### config.mk
export PLATFORM = sky130hd
export DESIGN_NAME = ompss_axis_subset_regslice
export DESIGN_NICKNAME = d
export VERILOG_FILES = /design/src/rtl/ompss_axis_pkg.sv /design/src/rtl/ompss_axis_skid_buf.sv /design/src/rtl/ompss_axis_subset_regslice.sv
export SDC_FILE = /design/constraint.sdc
export NUM_CORES = 1
export LEC_CHECK = 0
export ABC_AREA = 0
export ABC_CLOCK_PERIOD_IN_PS = 8300
export CAP_MARGIN = 20
export CORE_MARGIN = 1
export CORE_UTILIZATION = 54
export DETAILED_ROUTE_END_ITERATION = 6
export GPL_ROUTABILITY_DRIVEN = 0
export PLACE_DENSITY_LB_ADDON = 0.2
export SETUP_SLACK_MARGIN = 0.15
export SYNTH_ARGS = -nofsm -noshare
export SYNTH_HDL_FRONTEND = slang
export SYNTH_SLANG_ARGS = --single-unit
### constraint.sdc
create_clock -name clk -period 8.3 [get_ports clk]
set_input_delay 1.66 -clock clk [delete_from_list [all_inputs] [get_ports clk]]
set_output_delay 1.66 -clock clk [all_outputs]
set_load 0.02 [all_outputs]
### src/rtl/ompss_axis_pkg.sv
// Shared types for the OmpSs AXIS subset register slice: packet FSM states and
// beat payload width helper used by the top and its skid buffer.
package ompss_axis_pkg;

   typedef enum logic {
      PKT_IDLE = 1'b0,
      PKT_IN   = 1'b1
   } pkt_state_t;

   localparam int PKT_CNT_W = 32;

   // A beat is packed as {data, dest, last}; the struct itself lives in the top
   // because its field widths come from module parameters.
   function automatic int beat_width(input int data_w, input int dest_w);
      return data_w + dest_w + 1;
   endfunction

endpackage

### src/rtl/ompss_axis_skid_buf.sv
// Generic two-entry skid buffer over a W-bit payload; full throughput, one cycle
// latency, all outputs registered.
module ompss_axis_skid_buf
   import ompss_axis_pkg::*;
#(
   parameter int W = 8
) (
   input  logic         clk_i,
   input  logic         areset_i,
   input  logic         s_valid_i,
   output logic         s_ready_o,
   input  logic [W-1:0] s_data_i,
   output logic         m_valid_o,
   input  logic         m_ready_i,
   output logic [W-1:0] m_data_o
);

   // Handshake: a beat moves on an edge where valid & ready are both 1. Once
   // m_valid_o is raised it and m_data_o hold until m_ready_i is seen; s_ready_o
   // is registered and drops only when the skid entry is occupied.
   logic         main_valid_q, main_valid_d;
   logic [W-1:0] main_data_q,  main_data_d;
   logic         skid_valid_q, skid_valid_d;
   logic [W-1:0] skid_data_q,  skid_data_d;
   logic         ready_q,      ready_d;
   logic         s_fire;
   logic         m_fire;

   assign s_fire = s_valid_i & ready_q;
   assign m_fire = main_valid_q & m_ready_i;

   always_comb begin
      main_valid_d = main_valid_q;
      main_data_d  = main_data_q;
      skid_valid_d = skid_valid_q;
      skid_data_d  = skid_data_q;
      if (!main_valid_q || m_fire) begin
         if (skid_valid_q) begin
            main_valid_d = 1'b1;
            main_data_d  = skid_data_q;
            skid_valid_d = s_fire;
            if (s_fire) begin
               skid_data_d = s_data_i;
            end
         end else if (s_fire) begin
            main_valid_d = 1'b1;
            main_data_d  = s_data_i;
         end else begin
            main_valid_d = 1'b0;
         end
      end else if (s_fire) begin
         skid_valid_d = 1'b1;
         skid_data_d  = s_data_i;
      end
      ready_d = ~skid_valid_d;
   end

   // ready_q resets low so the source is held off until the first edge after release.
   always_ff @(posedge clk_i or posedge areset_i) begin
      if (areset_i) begin
         main_valid_q <= 1'b0;
         main_data_q  <= '0;
         skid_valid_q <= 1'b0;
         skid_data_q  <= '0;
         ready_q      <= 1'b0;
      end else begin
         main_valid_q <= main_valid_d;
         main_data_q  <= main_data_d;
         skid_valid_q <= skid_valid_d;
         skid_data_q  <= skid_data_d;
         ready_q      <= ready_d;
      end
   end

   assign s_ready_o = ready_q;
   assign m_valid_o = main_valid_q;
   assign m_data_o  = main_data_q;

endmodule

### src/rtl/ompss_axis_subset_regslice.sv
// AXIS subset converter with registered skid path, constant tid, packet tracking and
// tdest lock. Optional AXIS_SUBSET_PKT_CNT_EN adds a pkt_count output.
module ompss_axis_subset_regslice
   import ompss_axis_pkg::*;
#(
   parameter int                  DATA_WIDTH = 64,
   parameter int                  DEST_WIDTH = 2,
   parameter int                  ID_WIDTH   = 1,
   parameter logic [ID_WIDTH-1:0] ID         = '0,
   parameter bit                  LOCK_DEST  = 1'b1
) (
   input  logic                  clk,
   input  logic                  areset,
   input  logic                  S_AXIS_tvalid,
   output logic                  S_AXIS_tready,
   input  logic [DATA_WIDTH-1:0] S_AXIS_tdata,
   input  logic [DEST_WIDTH-1:0] S_AXIS_tdest,
   input  logic                  S_AXIS_tlast,
   output logic                  M_AXIS_tvalid,
   input  logic                  M_AXIS_tready,
   output logic [DATA_WIDTH-1:0] M_AXIS_tdata,
   output logic [DEST_WIDTH-1:0] M_AXIS_tdest,
   output logic [ID_WIDTH-1:0]   M_AXIS_tid,
   output logic                  M_AXIS_tlast,
   output logic                  pkt_active,
   output pkt_state_t            dbg_state_o,
   output logic                  dest_err
`ifdef AXIS_SUBSET_PKT_CNT_EN
   ,
   output logic [31:0]           pkt_count
`endif
);

   typedef struct packed {
      logic [DATA_WIDTH-1:0] data;
      logic [DEST_WIDTH-1:0] dest;
      logic                  last;
   } beat_t;

   localparam int BEAT_W = beat_width(DATA_WIDTH, DEST_WIDTH);

   pkt_state_t            state_q, state_d;
   logic [DEST_WIDTH-1:0] dest_q, dest_d;
   logic                  dest_err_q, dest_err_d;
   logic                  s_ready;
   logic                  s_fire;
   logic                  m_valid;
   beat_t                 s_beat;
   beat_t                 m_beat;

   assign s_fire = S_AXIS_tvalid & s_ready;

   // The FSM follows accepted input beats, so dest_q is the first beat's tdest.
   always_comb begin
      state_d     = state_q;
      dest_d      = dest_q;
      dest_err_d  = 1'b0;
      s_beat.data = S_AXIS_tdata;
      s_beat.dest = S_AXIS_tdest;
      s_beat.last = S_AXIS_tlast;
      if (LOCK_DEST && (state_q == PKT_IN)) begin
         s_beat.dest = dest_q;
      end
      case (state_q)
         PKT_IDLE: begin
            if (s_fire && !S_AXIS_tlast) begin
               state_d = PKT_IN;
               dest_d  = S_AXIS_tdest;
            end
         end
         PKT_IN: begin
            if (s_fire) begin
               dest_err_d = (S_AXIS_tdest != dest_q);
               if (S_AXIS_tlast) begin
                  state_d = PKT_IDLE;
               end
            end
         end
         default: state_d = PKT_IDLE;
      endcase
   end

   always_ff @(posedge clk or posedge areset) begin
      if (areset) begin
         state_q    <= PKT_IDLE;
         dest_q     <= '0;
         dest_err_q <= 1'b0;
      end else begin
         state_q    <= state_d;
         dest_q     <= dest_d;
         dest_err_q <= dest_err_d;
      end
   end

   ompss_axis_skid_buf #(
      .W (BEAT_W)
   ) u_skid (
      .clk_i     (clk),
      .areset_i  (areset),
      .s_valid_i (S_AXIS_tvalid),
      .s_ready_o (s_ready),
      .s_data_i  (s_beat),
      .m_valid_o (m_valid),
      .m_ready_i (M_AXIS_tready),
      .m_data_o  (m_beat)
   );

   assign S_AXIS_tready = s_ready;
   assign M_AXIS_tvalid = m_valid;
   assign M_AXIS_tdata  = m_beat.data;
   assign M_AXIS_tdest  = m_beat.dest;
   assign M_AXIS_tlast  = m_beat.last;
   assign M_AXIS_tid    = ID;
   assign pkt_active    = (state_q == PKT_IN);
   assign dbg_state_o   = state_q;
   assign dest_err      = dest_err_q;

`ifdef AXIS_SUBSET_PKT_CNT_EN
   logic        m_fire;
   logic [31:0] pkt_cnt_q, pkt_cnt_d;

   assign m_fire = m_valid & M_AXIS_tready;

   // Counts packets as they leave, wrapping naturally at 2^32.
   always_comb begin
      pkt_cnt_d = pkt_cnt_q;
      if (m_fire && m_beat.last) begin
         pkt_cnt_d = pkt_cnt_q + 32'd1;
      end
   end

   always_ff @(posedge clk or posedge areset) begin
      if (areset) begin
         pkt_cnt_q <= '0;
      end else begin
         pkt_cnt_q <= pkt_cnt_d;
      end
   end

   assign pkt_count = pkt_cnt_q;
`endif

endmodule

==> flow_summary_export.csv <==
group,metric,value,unit
run_status,status,"complete, no violations",
timing,fin_crit,3730,ps
critical_path,crit_type,"input port to flop",
finish,area_delta_synth_final,32.9,%
critical_path,cp-start-kind,"input port",
timing,whs,500,ps
timing,slew_violations,0,
timing,fmax,268,MHz
synth,synth_area_leaders,"dfrtp_1 (56%), mux2_2 (28%), mux2_4 (11%)",
critical_path,crit_fanout,43,
synth,synthesis.nets,459,
critical_path,reg2regPathDepth,4,
placement,preCtsSetupSlack,4140,ps
clocking,cts_tree,"built",
clocking,ctsHoldBuffers,0,
critical_path,slowest_delay,720,ps
power,p_leak,3.59,nW
finish,fill_cells,767,
run,maxCapViolCount,0,
clocking,htreeDepth,4,
clocking,numCtsBuffers,17,
timing,fin_skew,6.62,ps
synth,synth_flop_cell,"dfrtp_1",
synth,post-synth-top-count-cell,"mux2_2",
clocking,clk_pin_slew,50,ps
global_route,grt_pass1_wl,18800,microns
critical_path,required,8590,ps
floorplanning,num_io_pins,144,
floorplanning,core,0.0114,sq mm
timing,hold_viol_final,0,
critical_path,cp_num_buf_inv,2,
floorplanning,rows,39,
routing,vias_per_cell,5.26,
clocking,cts_sinks,141,
min_path,hold_path_class,"flop to flop",
timing,setup_ws,4570,ps
finish,antenna-diode-count,0,
critical_path,cp_top_family,"buffers and inverters",
synth,synth_area_leader_cell,"dfrtp_1",
global_route,grt_usage,0.211,
synth,ys_types,20,
critical_path,slowest_stage,"buf_4",
global_route,grt_antenna_before_repair,0,
global_route,grt-ovfl-total,0,
timing,setup_viol,0,
finish,multi_input_area,0.00260,sq mm
timing,rsz0062_at_grt,"false",
clocking,clock_latency,410,ps
floorplanning,start_util,0.553,
finish,fin_nets,600,
timing,tightest_slew,1060,ps
timing,setup_tns,0,ps
critical_path,cp.depth,5,
critical_path,cp.arrival,4030,ps
placement,dp_hpwl,7680,microns
synth,synth_warnings,0,
global_route,grt_start_max_net_pins,84,
routing,wl,12000,microns
routing,drt_iter0_drc,133,
routing,via_count,3606,
critical_path,worst_setup_path_end_kind,"flop",
floorplanning,dieHeight,110,microns
placement,numPortBuffers,142,
timing,period_share,0.450,
clocking,post-cts-setup-buffers,0,
floorplanning,die_area,0.0121,sq mm
min_path,hold-path-cell-count,1,
synth,synth_commonest_cells,"mux2_2 (159), dfrtp_1 (141), mux2_4 (46)",
synth,netlist_instances,388,
timing,slew_headroom,0.294,
finish,drive_gt1_frac,0.452,
synth,seq_area_frac_synth,0.559,
synth,yosysTopAreaCellShare,0.559,
clocking,clk_path_buf_depth,2,
clocking,cts-resized-gates,0,
power,ir_worst_vdd,0.240,mV
routing,drt-pass1-iter-count,4,
clocking,root_buffer,"clkbuf_16",
routing,wl_per_cell,17.5,microns
synth,async_flop_share,1.00,
global_route,grt_pass1_vias,3793,
synth,synth_area,0.00631,sq mm
critical_path,crit_chain,"clkdlybuf4s50_1 -> nor2b_2 -> o21ai_4 -> buf_4 -> mux2_2",
synth,synth_area_per_cell,16.3,sq um
finish,layout.area.seq,0.00353,sq mm
routing,drc,0,
routing,ant_nets,0,
power,powerDensity,398,mW/mm^2
floorplanning,fp.dieW,110,microns
synth,synth_seq_cells,141,
synth,synth-edff-count,0,
==> logic make-up after synthesis <==
group | after synthesis | share of synthesized area
buf+inv | 26 | 0.0319
xor+xnor | 2 | 0.00277
flops | 141 | 0.559
other cells | 1 | 0.000594
compound gates | 4 | 0.00436
fa+ha+maj | 1 | 0.00159
mux | 205 | 0.393
simple gates | 8 | 0.00713
==> flip-flops by register name (all words and copies together), names as in the netlist, named ones only <==
name,cells
dest_q,2
u_skid.skid_data_q,67
dest_err,1
u_skid.skid_valid_q,1
u_skid.s_ready_o,1
u_skid.m_data_o,67
u_skid.m_valid_o,1
==> final cells by class <==
type / instances / share of cell area
inverter: 2 / 0.00149
timing repair buffer: 146 / 0.175
clock inverter: 6 / 0.00954
tap: 143 / 0.0213
sequential: 141 / 0.421
clock buffer: 26 / 0.0619
multi-input combinational: 221 / 0.310
==> placed cells by master (no fill, tap or decap) <==
cell type,netlist,routed
o21ai_0,1,1
clkbuf_16,0,17
mux2_2,159,159
a21oi_2,1,1
mux2_4,46,46
clkbuf_1,0,3
buf_16,0,1
clkbuf_8,0,6
clkdlybuf4s50_1,0,142
bufinv_16,0,2
dfrtp_4,0,1
clkinv_2,0,4
conb_1,1,1
inv_1,2,1
buf_4,2,3
xnor2_1,2,2
nor3_1,1,1
o21ai_4,0,1
and2_2,1,1
or3_1,1,1
nand2_1,3,3
a21oi_1,1,1
dfrtp_1,141,140
maj3_1,1,1
nor2b_2,1,1
inv_6,0,1
nor2_4,0,1
==> stage by stage <==
stage / power [W] / util / cell area, sq um / cells
finish: 0.00334 / 0.735 / 8390 / 685
global route: 0.00351 / 0.735 / 8390 / 685
CTS: 0.00337 / 0.733 / 8360 / 684
detailed placement: 0.00260 / 0.680 / 7760 / 652
global placement: 0.00255 / 0.680 / 7760 / 652
floorplan: 0.00209 / - / 6310 / 388
==> metal layers <==
metal  vias up  track usage  share of wire
met1      1834        0.262           0.44
met2        93        0.343           0.49
met4         0       0.0930          0.019
met5         -            0              0
met3        19       0.0629          0.058
li1       1660            -              -
==> final timing paths <==
kind                                  startpoint                     end  slack (ps)
setup / recovery                   M_AXIS_tready  u_skid.skid_data_q[36]        4570
hold / removal             u_skid.skid_data_q[9]   u_skid.skid_data_q[9]         500
setup reg to reg             u_skid.skid_valid_q     u_skid.m_data_o[35]        5290
min in group asynchronous                 areset  u_skid.skid_data_q[28]        1680
max in group asynchronous                 areset     u_skid.skid_valid_q        5550
hold reg to reg            u_skid.skid_data_q[9]   u_skid.skid_data_q[9]         500
==> report_power, final <==
group / total, W / switching (W) / internal [W]
clock network: 0.000754 / 0.000266 / 0.000488
logic: 0.00132 / 0.000510 / 0.000810
registers: 0.00126 / 0.000228 / 0.00104
No activity file was read; power rests on OpenSTA's default activity.
==> edit (same settings) <==
Take the reset off `skid_data_q` and load it in a clocked block of its own.
--- a/src/rtl/ompss_axis_skid_buf.sv
+++ b/src/rtl/ompss_axis_skid_buf.sv
@@ -61,15 +61,17 @@
          main_valid_q <= 1'b0;
          main_data_q  <= '0;
          skid_valid_q <= 1'b0;
-         skid_data_q  <= '0;
          ready_q      <= 1'b0;
       end else begin
          main_valid_q <= main_valid_d;
          main_data_q  <= main_data_d;
          skid_valid_q <= skid_valid_d;
-         skid_data_q  <= skid_data_d;
          ready_q      <= ready_d;
       end
+   end
+
+   always_ff @(posedge clk_i) begin
+      skid_data_q <= skid_data_d;
    end
 
    assign s_ready_o = ready_q;
Check against the original RTL: no difference found for any inputs over 4 cycles, from zero or initial values and one cycle with areset high; that may be too few to reach the edited logic, so the function may still have changed.
==> edit against the original RTL <==
- core utilization up 2.6 points
- sequential share of layout area rose by 6.9 points
- worst setup slack got worse by 220 ps
- area after synthesis decreased by 8.2%
- register-to-register slack better by 140 ps
- sequential cell count unchanged
- power decreased by 1.5%
- wire length is 5.5% lower
- cell area shrank 6.0%
- critical endpoint is now u_skid.m_data_o[2]$_DFFE_PP0P_
- largest power group unchanged
==> edit: results (changes against the original RTL) <==
stage,metric,value,unit,change
yosys,yosys_warnings,0,,unchanged
clocking,postCtsSetupBuffers,0,,unchanged
global_route,grt_pass1_wl,18200,um,-3.6%
route,wl,11300,um,-5.5%
yosys,synth.largest_area_cell,edfxtp_1,,
global_route,grt_pass1_vias,3453,,-9.0%
global_route,grt_max_degree,75,,-11%
timing,worst_slew_pin_slew,1100,ps,+38.4 ps
clocking,cts_max_path_buffers,2,,unchanged
place,place_ws,3830,ps,-312 ps
yosys,ys_seq_area_share,66.7,%,+11 points
yosys,synth.area.top_cells,"edfxtp_1, dfrtp_1, mux2_2",,
clocking,root_buffer,clkbuf_8,,
yosys,synth_common_cells,"mux2_2, dfrtp_1, edfxtp_1",,
run_status,status,completed,,
finish,drive_gt1_share,37.3,%,-7.9 points
yosys,ys_types,24,,+20%
min_path,min_from,u_skid.m_data_o[47]$_DFFE_PP0P_,,
yosys,synth.net_count,386,,-16%
clocking,insertion_delay,500,ps,+90 ps
timing,fin_skew,5.23,ps,-1.40 ps
place,dp_hpwl,7000,um,-8.7%
power_and_ir_drop,vdd_ir_drop_max,0.000244,V,+2.1%
finish,multi_input_area,1790,um^2,-31%
route,dr.pass1.iters,4,,unchanged
setup_path,arrival,4340,ps,+310 ps
global_route,grt_util_all_layers,21.7,%,+0.56 points
yosys,synth_edf_count,67,,+67
setup_path,worst-path-max-fanout,36,,-16%
route,vias,3215,,-11%
power_and_ir_drop,p_leak,0.00303,uW,-15%
finish,diodes,0,,unchanged
yosys,ys_async_sr_fraction,52.5,%,-48 points
route,drtIter0Drc,158,,+19%
setup_path,crit_start,S_AXIS_tvalid,,
power_and_ir_drop,switchingPower,1020,uW,+1.7%
yosys,synth_flop_cell,dfrtp_1,,
clocking,cts_made_buffers,17,,unchanged
finish,fin_nets,535,,-11%
finish,nFillCells,667,,-13%
clocking,cts_resized,0,,unchanged
place,port_buffers,142,,unchanged
-- edit: changes by cell type in the layout (fill, tap and decap cells not counted), sizes merged, moves of 2 or more --
cell | unedited run | this run
clkinvlp | 0 | 4
mux2 | 205 | 138
dfrtp | 141 | 74
bufinv | 2 | 4
clkbuf | 26 | 20
edfxtp | 0 | 67
-- edit: metrics by stage --
stage / area [um^2] / cells / util [%] / hold WS, ps / total power [uW]
after global placement: 7280 / 581 / 70.2 / 491 / 2500
after floorplan: 5790 / 315 / - / 519 / 2050
after CTS: 7890 / 613 / 76.0 / 512 / 3320
after detailed placement: 7280 / 581 / 70.2 / 496 / 2540
after global routing: 7890 / 613 / 76.0 / 520 / 3440
final: 7890 / 613 / 76.0 / 507 / 3290
-- edit: final cells by class --
class                   count  share of cell area, %
clock buffers              20                   5.52
well taps                 136                   2.16
flip-flops and latches    141                   49.0
inverters                   2                  0.111
multi-input cells         156                   22.6
clock inverters            12                   2.16
repair buffers            146                   18.4
-- edit: kinds of logic (layout without fill, tap and decap cells) --
family	after synthesis	after routing	share of synthesized area [%]
DFF	141	141	66.7
other	1	1	0.0647
and+or+nand+nor	9	9	0.756
buffers and inverters	18	180	2.76
xor gates and xnor gates	2	2	0.302
muxes	138	138	28.8
AOI/OAI and AO/OA	6	6	0.669
-- edit: critical path, stage by stage --
cell and delay (ps):
clkdlybuf4s50_1 490, nand2_2 160, a21oi_4 890, buf_4 670, mux2_2 410
-- edit: worst paths after layout --
kind | end | slack (ps) | cells after the start
hold / removal | u_skid.m_data_o[47]$_DFFE_PP0P_ | 510 | 1
setup reg to reg | u_skid.skid_data_q[4]$_DFFE_PP_ | 5430 | 4
max in group asynchronous | u_skid.skid_valid_q$_DFF_PP0_ | 5820 | 3
min in group asynchronous | u_skid.m_data_o[34]$_DFFE_PP0P_ | 1800 | 3
setup / recovery | u_skid.m_data_o[2]$_DFFE_PP0P_ | 4350 | 5
hold reg to reg | u_skid.m_data_o[47]$_DFFE_PP0P_ | 510 | 1
-- edit: per-layer routing --
layer  wire length [um]  GRT usage (%)
met2               5380           34.0
met4                162           7.24
met1               5230           29.3
met5                  0              0
met3                533           6.31
-- edit: power by group through the flow --
| stage | registers [uW] | clock network (uW) | logic [uW] |
|---|---|---|---|
| CTS | 1150 | 780 | 1390 |
| global route | 1180 | 816 | 1450 |
| detailed placement | 1150 | 0 | 1390 |
| floorplan | 1360 | 0 | 691 |
| finish | 1150 | 767 | 1370 |
| global placement | 1140 | 0 | 1360 |
